==> src/rtl/shift_serdes_pkg.sv <==
// shift_serdes shared types: FSM states and shift direction.
// Optional parity stage is enabled by the SHIFT_PARITY_EN macro.
package shift_serdes_pkg;

  typedef enum logic [1:0] {
    IDLE   = 2'd0,
    SHIFT  = 2'd1,
    PARITY = 2'd2,
    DONE   = 2'd3
  } state_e;

  typedef enum logic {
    LSB_FIRST = 1'b0,
    MSB_FIRST = 1'b1
  } dir_e;

endpackage

==> src/rtl/shift_serdes_core.sv <==
// Bidirectional shift register with parallel load.
// Serial data enters the end opposite the one being transmitted.
module shift_core
  import shift_serdes_pkg::*;
#(
  parameter int NBITS_DATA = 8
) (
  input  logic                  clk,
  input  logic                  rst_n,
  input  logic                  load_i,
  input  logic                  shift_i,
  input  logic                  dir_i,
  input  logic [NBITS_DATA-1:0] data_i,
  input  logic                  sin_i,
  output logic                  sout_o,
  output logic [NBITS_DATA-1:0] nxt_o
);

  logic [NBITS_DATA-1:0] shreg_q;
  logic [NBITS_DATA-1:0] shreg_d;
  logic                  msb_first;

  assign msb_first = (dir_e'(dir_i) == MSB_FIRST);

  always_comb begin
    nxt_o = {sin_i, shreg_q[NBITS_DATA-1:1]};
    if (msb_first) begin
      nxt_o = {shreg_q[NBITS_DATA-2:0], sin_i};
    end
  end

  assign sout_o = msb_first ? shreg_q[NBITS_DATA-1]
                            : shreg_q[0];

  always_comb begin
    shreg_d = shreg_q;
    if (load_i) begin
      shreg_d = data_i;
    end else if (shift_i) begin
      shreg_d = nxt_o;
    end
  end

  always_ff @(posedge clk or negedge rst_n) begin
    if (!rst_n) begin
      shreg_q <= '0;
    end else begin
      shreg_q <= shreg_d;
    end
  end

endmodule

==> src/rtl/shift_serdes.sv <==
// Parallel<->serial frame converter with valid/ready load.
// Define SHIFT_PARITY_EN to append an even-parity bit per frame.
module shift_serdes
  import shift_serdes_pkg::*;
#(
  parameter  int NBITS_DATA = 8,
  localparam int CNT_W      = $clog2(NBITS_DATA)
) (
  input  logic                  clk,
  input  logic                  reset,
  input  logic                  load_valid,
  output logic                  load_ready,
  input  logic [NBITS_DATA-1:0] din,
  input  logic                  dir,
  input  logic                  serial_in,
  output logic                  serial_out,
  output logic                  busy,
  output logic                  done,
  output logic [NBITS_DATA-1:0] dout,
  output logic                  parity_err
);

  localparam logic [CNT_W-1:0] LAST = CNT_W'(NBITS_DATA - 1);

  state_e                state_q;
  state_e                state_d;
  logic [CNT_W-1:0]      cnt_q;
  logic [CNT_W-1:0]      cnt_d;
  logic                  dir_q;
  logic                  dir_d;
  logic [NBITS_DATA-1:0] dout_q;
  logic [NBITS_DATA-1:0] dout_d;
  logic                  accept;
  logic                  core_sout;
  logic [NBITS_DATA-1:0] core_nxt;

  assign accept = load_valid & load_ready;

  shift_core #(
    .NBITS_DATA(NBITS_DATA)
  ) u_core (
    .clk    (clk),
    .rst_n  (reset),
    .load_i (accept),
    .shift_i(state_q == SHIFT),
    .dir_i  (dir_q),
    .data_i (din),
    .sin_i  (serial_in),
    .sout_o (core_sout),
    .nxt_o  (core_nxt)
  );

`ifdef SHIFT_PARITY_EN
  logic par_q;
  logic perr_q;

  always_ff @(posedge clk or negedge reset) begin
    if (!reset) begin
      par_q  <= 1'b0;
      perr_q <= 1'b0;
    end else begin
      if (accept) begin
        par_q <= ^din;
      end
      // dout already holds the new word while in PARITY
      if (state_q == PARITY) begin
        perr_q <= (^dout_q) ^ serial_in;
      end
    end
  end

  assign parity_err = perr_q;
`else
  assign parity_err = 1'b0;
`endif

  always_comb begin
    state_d    = state_q;
    cnt_d      = cnt_q;
    dir_d      = dir_q;
    dout_d     = dout_q;
    load_ready = 1'b0;
    busy       = 1'b0;
    done       = 1'b0;
    serial_out = 1'b1;
    unique case (state_q)
      IDLE: begin
        load_ready = 1'b1;
        if (load_valid) begin
          dir_d   = dir;
          cnt_d   = '0;
          state_d = SHIFT;
        end
      end
      SHIFT: begin
        busy       = 1'b1;
        serial_out = core_sout;
        cnt_d      = cnt_q + 1'b1;
        if (cnt_q == LAST) begin
          cnt_d  = '0;
          dout_d = core_nxt;
`ifdef SHIFT_PARITY_EN
          state_d = PARITY;
`else
          state_d = DONE;
`endif
        end
      end
`ifdef SHIFT_PARITY_EN
      PARITY: begin
        busy       = 1'b1;
        serial_out = par_q;
        state_d    = DONE;
      end
`endif
      DONE: begin
        done       = 1'b1;
        load_ready = 1'b1;
        state_d    = IDLE;
        if (load_valid) begin
          dir_d   = dir;
          cnt_d   = '0;
          state_d = SHIFT;
        end
      end
      default: begin
        state_d = IDLE;
      end
    endcase
  end

  always_ff @(posedge clk or negedge reset) begin
    if (!reset) begin
      state_q <= IDLE;
      cnt_q   <= '0;
      dir_q   <= 1'b0;
      dout_q  <= '0;
    end else begin
      state_q <= state_d;
      cnt_q   <= cnt_d;
      dir_q   <= dir_d;
      dout_q  <= dout_d;
    end
  end

  assign dout = dout_q;

endmodule
==> config.mk <==
export PLATFORM = sky130hd
export DESIGN_NAME = shift_serdes
export DESIGN_NICKNAME = d
export VERILOG_FILES = /design/src/rtl/shift_serdes_pkg.sv /design/src/rtl/shift_serdes_core.sv /design/src/rtl/shift_serdes.sv
export SDC_FILE = /design/constraint.sdc
export NUM_CORES = 1
export LEC_CHECK = 0
export CAP_MARGIN = 20
export CORE_ASPECT_RATIO = 0.9
export CORE_MARGIN = 2
export CORE_UTILIZATION = 30
export DETAILED_ROUTE_END_ITERATION = 7
export PLACE_DENSITY = 0.49
export SLEW_MARGIN = 40
export SYNTH_ARGS = -nofsm -noshare
export SYNTH_HDL_FRONTEND = slang
export SYNTH_SLANG_ARGS = --single-unit
==> constraint.sdc <==
create_clock -name clk -period 2 [get_ports clk]
set_input_delay 0.6 -clock clk [delete_from_list [all_inputs] [get_ports clk]]
set_output_delay 0.6 -clock clk [all_outputs]
set_load 0.005 [all_outputs]
# == After elaboration in Yosys (flattened, before gate mapping) ==
# Cells that the tools add are included.
# op_classes
reduce_logical,8
muxes,15
n_addsub,1
eq_ne,6
bitwise,1
# ops
operator,n
$mux W8,3
$reduce_and A2 Y1,4
$mux W1,6
$mux W3,2
$pmux W2 S3,1
$pmux W3 S2,1
$mux W2,2
$ne A2 B2 Y1 const B,2
$reduce_bool A2 Y1,2
$add A3 B1 Y3 const B,1
$eq A3 B3 Y1 const B,1
$eq A2 B1 Y1 const B,1
$eq A2 B2 Y1 const B,1
$logic_not A2 Y1,1
$ne A2 B1 Y1 const B,1
$reduce_or A2 Y1,1
$and A1 B1 Y1,1
# totals
word_cells,36
inputBits,13
reg_bits,22

# == Longest topological paths before layout ==
# logic_depth
ltp_word,5
mapped_depth,7
depth_no_buf,5

# == Cells and area by module ==
# Synthesis repeated with hierarchy kept, for this count alone.
# unflattened
hier_cells,104
area_unflattened_um2,1263.7
# by_module_without_submodules
mod,area_per_inst_um2,cells_each,n_inst,seq_area_each_um2
shift_serdes,704.4,58,1,350.3
shift_core,559.3,46,1,200.2

# == Worst setup path after synthesis ==
# OpenSTA, ideal clock, no wires.
# synth_timing
path_kind,register to output
from,reg state_q[0]
to,out load_ready
path_stages_with_launch,4
t_required_ps,1400
arrival_time_ps,918
slack_ps,482
cell_sequence,dfrtp_1 -> inv_1 -> ha_1 -> inv_1
# synth_between
elab_chain_len,3
# synth_lines
item,line_no,source
from (decl),shift_serdes.sv:25,state_e state_q;
from (signal assigned),shift_serdes.sv:139,state_q <= state_d;
$eq A2 B2 Y1 / $logic_not A2 Y1 (equally long branches),shift_serdes.sv:86,unique case (state_q)
$reduce_or A2 Y1 (no line) *,n/a,
$mux W1 *,shift_serdes.sv:86,
to (decl),shift_serdes.sv:12,"output logic load_ready,"
# Mark *: on every way between the ends. The rest lies on a longest branch, timed or not.

# == Worst setup path after layout ==
# layout_timing
from,reg state_q[1]
to,out serial_out
# layout_between
elab_chain_len,2
# layout_lines
item,line_no,source
$eq A2 B1 Y1,shift_serdes.sv:86,
$mux W1,shift_serdes.sv:86,
to (decl),shift_serdes.sv:16,"output logic serial_out,"
# Every way passes these cells.

==> impl_results.rst <==
.. list-table::
   :header-rows: 1

   * - Metric
     - Value
   * - Result of the run
     - completed
   * - Power density cells
     - around 1500 nW/µm²
   * - Ports
     - 26
   * - Placement row count
     - 21
   * - CTS tree
     - done
   * - Final estimated routing congestion in global placement
     - between 0.7 and 0.8
   * - Number of global-route vias before repair
     - 840
   * - Clock network latency to the later pin of the worst-skew pair
     - 260 ps
   * - Worst hold path stage count
     - 2
   * - Synthesized area divided by synthesized cell count
     - around 11 µm²
   * - Category of the worst setup path launch point
     - register
   * - Mapped Nets
     - 132
   * - Post-synthesis instance area
     - around 1200 µm²
   * - Placeable core region
     - about 3800 µm²
   * - P&R area growth vs syn
     - 32.2%
   * - Maximum ir drop on the vdd rail
     - approximately 0.52 mV
   * - Residual overflow from global routing
     - 0
   * - Gr usage total
     - a little under an eighth
   * - Vertical die dimension
     - roughly 64 µm
   * - Post-synthesis sequential area ratio
     - a little under half
   * - Clock tree sinks
     - 22
   * - Fill count
     - 362
   * - Top-area cell type share of the netlist area
     - a little under half
   * - Proportion of layout cells with a drive suffix above 1
     - between 10% and 20%
   * - Least-Margin Pin Slew
     - ~560 ps
   * - Endpoint arrival time on the critical path
     - ~1300 ps
   * - Largest clock skew in the final design
     - approximately 5.1 ps
   * - Critical-path maximum fanout
     - 4
   * - Total CTS buffers
     - 3
   * - Warnings, synthesis
     - 0
   * - Data required time at the worst endpoint
     - around 1400 ps
   * - Number of buffer cells added on primary ports
     - 24
   * - Routed length on met1
     - 1.22 mm
   * - Number of distinct library cells after synthesis
     - 23
   * - Wire length of the first global-routing pass
     - around 4.1 mm
   * - Number of register bits inferred by synthesis
     - 22
   * - Top cells by area, synth
     - sky130_fd_sc_hd__dfrtp_1 (47%), sky130_fd_sc_hd__mux2i_1 (10%), sky130_fd_sc_hd__ha_1 (7.4%)
   * - Leakage power
     - 0.735 nW
   * - Buffer type at the clock tree root
     - sky130_fd_sc_hd__clkbuf_8
   * - DRC violations left
     - 0
   * - Hold slack
     - ~530 ps
   * - Most frequent standard cell in the layout excluding fill and tap cells
     - sky130_fd_sc_hd__dfrtp_1
   * - Max Clock Freq
     - between 500 and 600 MHz
   * - Pin count of the biggest net entering global routing
     - 23
   * - Total via count in the routed design
     - between 800 and 900
   * - Filler-free cell count of the finished design
     - between 150 and 200
   * - Setup_tns
     - 0 ps
   * - Routed wl met3
     - roughly 120 µm
   * - Element type at the critical path end
     - output port
   * - Antenna violations before repair
     - 0
   * - Worst hold path class
     - register to register
   * - Setup repair after global routing missed its margin
     - no
   * - Number of nets with antenna violations after detailed routing
     - 0
   * - Crit Path Category
     - register to output port
   * - Floorplan die width
     - 70.2 µm
   * - Most used cells in the layout excluding fill and tap cells
     - sky130_fd_sc_hd__dfrtp_1 (22), sky130_fd_sc_hd__clkdlybuf4s50_1 (20), sky130_fd_sc_hd__nor2_1 (18), sky130_fd_sc_hd__mux2i_1 (12), sky130_fd_sc_hd__a21oi_1 (10)
   * - Layout Nets
     - around 160
   * - CTS max path bufs
     - 2
   * - Count of inserted antenna diode cells
     - 0
   * - Wirelength, routed
     - approximately 2.5 mm
   * - Final hold viol count
     - 0
   * - Cell count after synthesis
     - approximately 110
   * - Amount of wire on met2 after detailed routing
     - 1.10 mm
   * - Clock-pin slew reported for the worst setup and hold paths after clock tree synthesis
     - approximately 80 ps
   * - H-Tree Level Count
     - 1
   * - Initial standard-cell utilization of the core
     - about a third
   * - Half-perimeter wire length after placement
     - 1.87 mm
   * - CTS Hold Buffers Added
     - 0
   * - Cell count after placement
     - around 180
   * - Tcrit/Tclk final
     - 95.1%
   * - Top cell type by total area after synthesis
     - sky130_fd_sc_hd__dfrtp_1
   * - Headroom to the max-slew limit
     - roughly 63%
   * - Detailed-routing iteration count for the pre-antenna-repair pass
     - 4
   * - Number of max-slew violations in the final report
     - 0
   * - Via/cell ratio
     - ~4.7
   * - Highest metal layer with signal wires
     - met4
   * - WL/cell
     - between 10 and 15 µm
   * - Max-cap check violation count
     - 0
   * - Post-route minimum period
     - approximately 1900 ps
   * - DRT iter0 DRCs
     - 39
   * - Area of the die
     - about 4500 µm²
   * - Depth of the worst register-to-register path
     - 7
   * - Final number of setup-violating endpoints
     - 0
## critical path, cell delays in order, from the launching register on
cell                            delay (ps)
sky130_fd_sc_hd__dfrtp_1               400
sky130_fd_sc_hd__inv_2                  80
sky130_fd_sc_hd__buf_4                 140
sky130_fd_sc_hd__ha_4                  130
sky130_fd_sc_hd__nand2_1                40
sky130_fd_sc_hd__dlygate4sd2_1         260
## cells by family after synthesis
group	synth area share, %
AOI/OAI and AO/OA	18.6
adders and majority gates	7.40
buffers and inverters	6.34
DFF	46.5
muxes	11.1
other	0.317
and+or+nand+nor	9.72
## flip-flops by register name, indices dropped and copies added (netlist names)
register / flops
cnt_q: 3
dir_q: 1
dout: 8
state_q: 2
u_core.shreg_q: 8
## per-stage QoR
step	instance area (µm²)	setup WS (ps)	utilization [%]	total power [mW]
3_3_place_gp	1480	97.6	39.5	2.02
3_5_place_dp	1480	63.5	39.5	2.05
5_1_grt	1570	30.3	41.7	2.60
6_report	1570	97.5	41.7	2.38
4_1_cts	1560	51.1	41.4	2.39
2_1_floorplan	1180	482	-	1.61
## synth_stat cells (all sizes together)
cell type	n
a31oi	1
nand2	4
o21ai	3
dfrtp	22
mux2	1
nor2	18
mux2i	12
buf	7
nand2b	2
a31o	1
conb	1
a41o	1
a211oi	8
clkbuf	1
ha	7
and2	1
inv	3
a21o	8
nor2b	1
a21oi	10
## area by class of cell
cell class	count	area [µm²]	share of cell area, %
multi-input combinational	79	583	37.3
clock buffer	4	55.1	3.52
tap	46	57.6	3.68
timing repair buffer	32	308	19.7
inverter	3	11.3	0.719
sequential	22	551	35.2
## report_power, final
part / internal (mW) / leakage [nW] / switching (mW) / total (mW)
Sequential: 0.621 / 0.271 / 0.122 / 0.743
Combinational: 0.677 / 0.436 / 0.639 / 1.32
Clock: 0.175 / 0.0288 / 0.142 / 0.318
## final timing paths
check / startpoint / end / slack (ps)
worst max-delay path: state_q[1]$_DFFE_PN0P_ / serial_out / 100
min in group asynchronous: reset / u_core.shreg_q[0]$_DFFE_PN0P_ / 690
worst max register to register: state_q[1]$_DFFE_PN0P_ / state_q[0]$_DFFE_PN0P_ / 430
max in group asynchronous: reset / u_core.shreg_q[5]$_DFFE_PN0P_ / 1080
worst min register to register: cnt_q[1]$_DFFE_PN0P_ / cnt_q[1]$_DFFE_PN0P_ / 530
worst min-delay path: cnt_q[1]$_DFFE_PN0P_ / cnt_q[1]$_DFFE_PN0P_ / 530
## per-layer routing
layer	track usage, %	vias to the layer above
met5	0	-
met4	2.64	0
met2	17.3	18
met3	4.64	4
li1	-	439
met1	16.6	417
## what timing repair did
item / in CTS / in global routing
buffers inserted: 1 / 0
setup endpoints to repair: 4 / 1
pin swaps: 0 / 0
gates cloned: 0 / 0
resized for setup: 9 / 1
Note: power is estimated with default switching activity, not from simulation.
